[src/rtl/lut_sweep_reader.sv]
// Sweeps every input code of one neuron LUT and streams (addr, data)
// records, accumulating a per-code histogram and a rotate-XOR signature.
module lut_sweep_reader #(
   parameter int IN_BITS  = 6,
   parameter int OUT_BITS = 2,
   parameter int LUT_LAT  = 0
) (
   input  logic                clk,
   input  logic                rst_n,
   input  logic                start,
   input  logic                abort,
   output logic                busy,
   output logic                done,
   output logic [IN_BITS-1:0]  lut_addr,
   input  logic [OUT_BITS-1:0] lut_data,
   output logic                rec_valid,
   input  logic                rec_ready,
   output logic [IN_BITS-1:0]  rec_addr,
   output logic [OUT_BITS-1:0] rec_data,
   output logic [15:0]         sig,
   output logic [(2**OUT_BITS)*(IN_BITS+1)-1:0] hist
);

   localparam int NC = 2**OUT_BITS;
   localparam int CW = IN_BITS + 1;

   typedef enum logic [1:0] {
      S_IDLE,
      S_SETTLE,
      S_PRESENT,
      S_FINISH
   } state_t;

   state_t r_state;
   state_t w_next;

   logic [1:0]          r_wait;
   logic [IN_BITS-1:0]  r_lut_addr;
   logic                r_rec_valid;
   logic [IN_BITS-1:0]  r_rec_addr;
   logic [OUT_BITS-1:0] r_rec_data;
   logic [15:0]         r_sig;
   logic [CW-1:0]       r_hist [NC];

   logic w_last;
   logic w_go;
   logic w_cap;
   logic w_acc;
   logic w_busy;

   assign w_busy = (r_state == S_SETTLE) || (r_state == S_PRESENT);
   assign w_last = (r_lut_addr == {IN_BITS{1'b1}});
   assign w_go   = (r_state == S_IDLE) && start;
   assign w_cap  = (r_state == S_SETTLE) && (r_wait == 2'd0) && !abort;
   assign w_acc  = (r_state == S_PRESENT) && rec_ready && !abort;

   always_ff @(posedge clk or negedge rst_n) begin
      if (!rst_n) begin
         r_state <= S_IDLE;
      end else begin
         r_state <= w_next;
      end
   end

   always_comb begin
      w_next = r_state;
      case (r_state)
         S_IDLE: begin
            if (start) w_next = S_SETTLE;
         end
         S_SETTLE: begin
            if (abort) w_next = S_IDLE;
            else if (r_wait == 2'd0) w_next = S_PRESENT;
         end
         S_PRESENT: begin
            if (abort) w_next = S_IDLE;
            else if (rec_ready) w_next = w_last ? S_FINISH : S_SETTLE;
         end
         S_FINISH: w_next = S_IDLE;
         default:  w_next = S_IDLE;
      endcase
   end

   always_ff @(posedge clk or negedge rst_n) begin
      if (!rst_n) begin
         r_wait      <= '0;
         r_lut_addr  <= '0;
         r_rec_valid <= 1'b0;
         r_rec_addr  <= '0;
         r_rec_data  <= '0;
         r_sig       <= '0;
         for (int c = 0; c < NC; c++) r_hist[c] <= '0;
      end else begin
         if (w_go) begin
            r_lut_addr <= '0;
            r_wait     <= 2'(LUT_LAT);
            r_sig      <= '0;
            for (int c = 0; c < NC; c++) r_hist[c] <= '0;
         end
         if ((r_state == S_SETTLE) && !abort && (r_wait != 2'd0))
            r_wait <= r_wait - 2'd1;
         if (w_cap) begin
            r_rec_addr       <= r_lut_addr;
            r_rec_data       <= lut_data;
            r_rec_valid      <= 1'b1;
            r_hist[lut_data] <= r_hist[lut_data] + CW'(1);
            r_sig            <= {r_sig[14:0], r_sig[15]} ^ 16'(lut_data);
         end
         if (w_acc) begin
            r_rec_valid <= 1'b0;
            if (!w_last) begin
               r_lut_addr <= r_lut_addr + IN_BITS'(1);
               r_wait     <= 2'(LUT_LAT);
            end
         end
         // abort wins over a same-cycle handshake or capture
         if (abort && w_busy) r_rec_valid <= 1'b0;
      end
   end

   for (genvar c = 0; c < NC; c++) begin : g_hist
      assign hist[c*CW +: CW] = r_hist[c];
   end

   assign busy      = w_busy;
   assign done      = (r_state == S_FINISH);
   assign lut_addr  = r_lut_addr;
   assign rec_valid = r_rec_valid;
   assign rec_addr  = r_rec_addr;
   assign rec_data  = r_rec_data;
   assign sig       = r_sig;

endmodule

[config.mk]
export PLATFORM = sky130hd
export DESIGN_NAME = lut_sweep_reader
export DESIGN_NICKNAME = d
export VERILOG_FILES = /design/src/rtl/lut_sweep_reader.sv
export SDC_FILE = /design/constraint.sdc
export NUM_CORES = 1
export LEC_CHECK = 0
export BUFFER_PORTS_ARGS = -buffer_cell sky130_fd_sc_hd__buf_2
export CORE_MARGIN = 2
export CORE_UTILIZATION = 25
export CTS_CLUSTER_DIAMETER = 200
export DETAILED_ROUTE_END_ITERATION = 12
export GPL_TIMING_DRIVEN = 0
export PLACE_DENSITY = 0.51
export SETUP_SLACK_MARGIN = 0.1
export SLEW_MARGIN = 0
export SYNTH_ARGS = -nofsm -noshare
export SYNTH_HDL_FRONTEND = slang
export SYNTH_SLANG_ARGS = --single-unit
[constraint.sdc]
create_clock -name clk -period 2.5 [get_ports clk]
set_input_delay 0.5 -clock clk [delete_from_list [all_inputs] [get_ports clk]]
set_output_delay 0.5 -clock clk [all_outputs]
set_load 0.01 [all_outputs]
## Word-level counts from Yosys, hierarchy flattened

Index checks and enable logic that the tools add are counted.

- Register bits: 63
- Output and inout port bits: 61
- Word-level logic and storage cells: 69

- Add/subtract/negate cells: 3
- Order comparisons: 2
- Eq/ne operators: 7
- Mux-type cells: 27
- Bitwise logic cells: 2
- Reduce and logical (&&, ||, !) cells: 17

Operators with widths:

| kind | number |
|---|---|
| $mux W28 | 2 |
| $mux W16 | 2 |
| $bwmux W28 | 1 |
| $mux W7 | 3 |
| $mux W2 | 10 |
| $mux W6 | 3 |
| $xor A16 B2 Y16 | 1 |
| $bmux W7 S2 | 1 |
| $demux W7 S2 | 1 |
| $logic_and A1 B1 Y1 | 9 |
| $pmux W2 S4 | 1 |
| $add A7 B1 Y7 const B | 1 |
| $add A6 B1 Y6 const B | 1 |
| $eq A6 B6 Y1 const B | 1 |
| $eq A2 B2 Y1 const B | 2 |
| $logic_not A2 Y1 | 2 |
| $reduce_bool A2 Y1 | 2 |
| $ge A3 B3 Y1 const B | 1 |
| $lt A3 B1 Y1 const B | 1 |
| $mux W1 | 3 |
| $ne A3 B2 Y1 const B | 1 |
| $ne A3 B3 Y1 const B | 1 |
| $not A2 Y3 | 1 |
| $reduce_and A3 Y1 | 1 |
| 6 further kinds | 6 |

## Depth between registers and ports, before layout

- Depth in word-level cells: 7
- Mapped depth: 8
- Mapped depth without buffers: 6

## Worst setup path after synthesis

No wires, ideal clock.

- Path kind: input-to-reg
- Start: in lut_data[1]
- End: reg r_hist, in the netlist hist[9]
- Arrival time: 1.905 ns
- Data required time: 2.380 ns
- Setup slack: 0.475 ns
- Cell stages on the path: 6
- Buffers on the path: 1
- Cell sequence: buf_1 -> mux4_2 -> ha_1 -> xnor2_1 -> nor2_1 -> a31o_2

- Cells in the longest elaborated chain, start to end: 7
- Elaborated cells between the ends (all ways): 12

RTL lines:

| item | RTL line | text |
|---|---|---|
| start: declaration | 15 | `input logic [OUT_BITS-1:0] lut_data,` |
| $not A2 Y3 (implied by the code) * | 106 | `r_hist[lut_data] <= r_hist[lut_data] + CW'(1);` |
| $bmux W7 S2, or another cell as far along | 106 |  |
| $mux W7 (implied by the code) / $logic_and A1 B1 Y1 (equally long branches) | 106 |  |
| $mux W7 (implied by the code) | 106 |  |
| $add A7 B1 Y7 / $demux W7 S2 (equally long branches) | 106 |  |
| $bwmux W28 * | 106 |  |
| $mux W28 * | 102 | `if (w_cap) begin` |
| end signal: indexed assignment | 106 |  |
| end: declaration | 43 | `logic [CW-1:0] r_hist [NC];` |

Mark *: on every way between the ends. The rest lies on a longest branch, timed or not. The select of a mux whose other input is x is not followed.
A chain may end at the register's enable or synchronous reset.

## Worst setup path in the final report

Ends and elaborated chain as after synthesis.

==> run_results.csv <==
group,metric,value,unit
cts,clkSinkCount,63,
synth,synth_area_per_cell,10.18,um^2
synth,synth_commonest_cells,"63 x dfrtp_1, 60 x nand2_1, 40 x nand3_1, 16 x o21ai_0, 14 x clkbuf_1",
timing,rsz0062_at_grt,"no",
synth,synth-edff-count,0,
cts,cts_tree,"yes",
die,dieWidth,113.4,um
worst_setup_path,rrSetupSlack,0.41,ns
worst_setup_path,path_class,"in -> reg",
timing,slew_headroom,44.51,%
worst_setup_path,r2r_start,"hist[7]",
placement,hpwl,5730,um
placement,port_buffers,67,
synth,synth_fp_nets,309,
timing,hold_viol,0,
worst_setup_path,cp.required,2.71,ns
timing,tns,0,ns
detailed_routing,remaining_drc_errors,0,
worst_setup_path,cp_num_buf_inv,2,
synth,ys_seq_area_share,52.68,%
hold_path,hold_path.class,"in -> async",
cts,cts_setup_buffers,0,
grt,grt.total_usage,13.13,%
worst_setup_path,endpoint,"hist[9]",
placement,dp_slack,-0.03380,ns
timing,setup_viol_count_final,0,
worst_setup_path,end_kind,"flip-flop",
timing,finalClockSkew,0.008215,ns
final_layout,num_antenna_cells,0,
grt,gr-total-overflow,0,
worst_setup_path,path_depth,7,
timing,fmax,0.4578,GHz
grt,busiest_layer,"met2",
pwr,power_frac_clock,37.9,%
worst_setup_path,worstReg2RegEnd,"hist[9]",
pwr,p_leak,1.954,nW
final_layout,fillers,1210,
die,ios,68,
cts,cts-hold-fix-buffers,0,
worst_setup_path,path_delay_family,"buffers and inverters",
worst_setup_path,slowest_stage,"buf_1",
detailed_routing,ant_nets,0,
worst_setup_path,max_stage_delay,0.44,ns
final_layout,multi_input_area,1319,um^2
worst_setup_path,setup.worst_path.start,"lut_data[1]",
die,initial_core_util,25.88,%
die,fp.coreArea,11560,um^2
synth,synth-main-ff-cell,"dfrtp_1",
detailed_routing,wirelength,8006,um
detailed_routing,drtIter0Drc,128,
die,rows,39,
synth,synth_top_cells_by_area,"dfrtp_1 53%, nand2_1 7.5%, nand3_1 6.7%",
grt,grt_pass1_vias,2429,
cts,cts_buffer_depth,2,
cts,root_buffer,"clkbuf_16",
die,dieArea,12860,um^2
synth,ys.warnings.count,0,
pwr,power.internal,0.002433,W
grt,grt_pass1_wl,13130,um
synth,async_flop_share,100.0,%
placement,place_inst,504,
synth,yosysUniqueCellTypes,39,
timing,setup_ws,0.3155,ns
placement,place_congestion,0.7791,
cts,cts-buffers-inserted,9,
synth,yosys.area.top_type,"dfrtp_1",
worst_setup_path,path_max_fanout,10,
cts,clk_latency,0.32,ns
timing,slew_viol_final,0,
detailed_routing,first_pass_iters,8,
grt,use_met3,2.816,%
pwr,p_seq_share,36.0,%
final_layout,seqCellArea,1577,um^2
synth,ys_seq_elements,63,
detailed_routing,avgViaCountPerCell,4.758,
job,maxCapViolCount,0,
run_status,outcome,"finished clean",
pwr,finalPower,0.003580,W
cts,worst_setup_hold_path_clk_slew,0.06,ns
detailed_routing,vias,2474,
grt,use_met2,20.80,%
final_layout,nets,387,
final_layout,drive_gt1_share,27.06,%
timing,min_period,2.184,ns
worst_setup_path,startpoint_type,"input pin",
synth,yosysMostFrequentCell,"dfrtp_1",
pwr,comb_power_share,26.2,%
worst_setup_path,r2r_cells,5,
timing,finalCritPeriodShare,87.38,%
synth,post_synth_instance_area,2993,um^2
pwr,cellPowerDensity,933.2,nW/um^2
synth,yosysTopAreaCellShare,52.68,%
synth,syn_inst,294,
grt,grt_max_degree,64,
final_layout,syn_to_final_growth,28.18,%
pwr,p_sw_share,32.04,%
worst_setup_path,path_cells,"buf_2, buf_1, mux4_2, ha_1, xnor2_1, nor2_1, a31o_2",
cts,cts_resized,0,
worst_setup_path,cp.arrival,2.40,ns
timing,tightest_slew,0.8323,ns
grt,grtUsageMet1,17.75,%
detailed_routing,wire_per_inst,15.40,um
die,die_h,113.4,um
pwr,switchingPower,0.001147,W
pwr,ir_drop,374.9,uV
cts,htreeDepth,3,
grt,antenna_found_initial,0,
final_layout,stdcell_count,520,
[cell usage in the layout, fill, tap and decap left out, drive strengths merged, types with 2 or more instances in the layout]
master	netlist	layout
and2	2	2
clkbuf	14	27
o31ai	4	4
mux2	4	4
nand2	60	60
o21ai	23	23
and3	3	3
ha	8	8
mux4	6	6
bufinv	0	2
nor3b	2	2
nor3	6	6
xnor2	3	3
mux2i	7	7
dfrtp	63	63
o22ai	3	3
a31o	4	4
or3	2	2
nor2	10	10
buf	3	70
xor2	2	2
nand3	40	40
nand3b	4	4
inv	7	7
nand2b	3	3
a21bo	3	3
[power by group through the flow]
stage | sequential (W) | combinational, W | clock [W]
2_1_floorplan | 0.00134 | 0.000527 | 0
3_3_place_gp | 0.00130 | 0.000939 | 0
3_5_place_dp | 0.00131 | 0.000958 | 0
4_1_cts | 0.00129 | 0.000958 | 0.00139
5_1_grt | 0.00131 | 0.00107 | 0.00145
6_report | 0.00129 | 0.000937 | 0.00136
[logic make-up after synthesis]
logic type	Yosys count	synth area share, %
AOI/OAI and AO/OA	43	9.532
xor gates and xnor gates	5	1.463
adders and majority gates	8	3.345
muxes	17	8.737
DFF	63	52.68
buffers and inverters	24	3.261
and+or+nand+nor	134	20.99
[sequential cells by signal, indices dropped and copies added, names as in the netlist]
register and cells:
hist 28, lut_addr 6, r_state 2, r_wait 2, rec_addr 6, rec_data 2, rec_valid 1, sig 16
[final cells by class]
| class | instances | share of cell area (%) |
|---|---|---|
| plain buffers | 17 | 1.892 |
| inverters | 7 | 0.6849 |
| multi-input cells | 207 | 34.38 |
| clock buffers | 13 | 6.784 |
| flip-flops and latches | 63 | 41.10 |
| repair buffers | 67 | 8.806 |
| clock inverters | 3 | 1.696 |
| well taps | 143 | 4.664 |
[metrics by stage]
stage,area (um^2),hold WS (ns),util [%]
5_1_grt,3836,0.3586,33.17
4_1_cts,3835,0.3163,33.16
6_report,3836,0.2734,33.17
3_5_place_dp,3510,0.4644,30.35
2_1_floorplan,2993,0.2044,-
3_3_place_gp,3507,0.4522,30.33
[worst register-to-register path, stage by stage, from the launching register on]
cell and delay, ns:
dfrtp_1 0.40, mux4_1 0.67, ha_1 0.31, xnor2_1 0.31, nor2_1 0.08, a31o_2 0.21
[routing by layer]
| metal | vias up | part of all wire [%] |
|---|---|---|
| met3 | 6 | 4.4 |
| met5 | - | 0 |
| met2 | 70 | 47 |
| li1 | 1187 | - |
| met1 | 1211 | 48 |
| met4 | 0 | 1.1 |
[worst min path at each step]
stage / slack, ns / end / start
floorplan: 0.20 / hist[0] / rst_n
global placement: 0.45 / hist[20] / hist[20]
detailed placement: 0.46 / rec_addr[2] / rec_addr[2]
CTS: 0.32 / hist[9] / rst_n
global route: 0.36 / hist[23] / rst_n
finish: 0.27 / hist[23] / rst_n
Power figures use the tool's default switching activity.
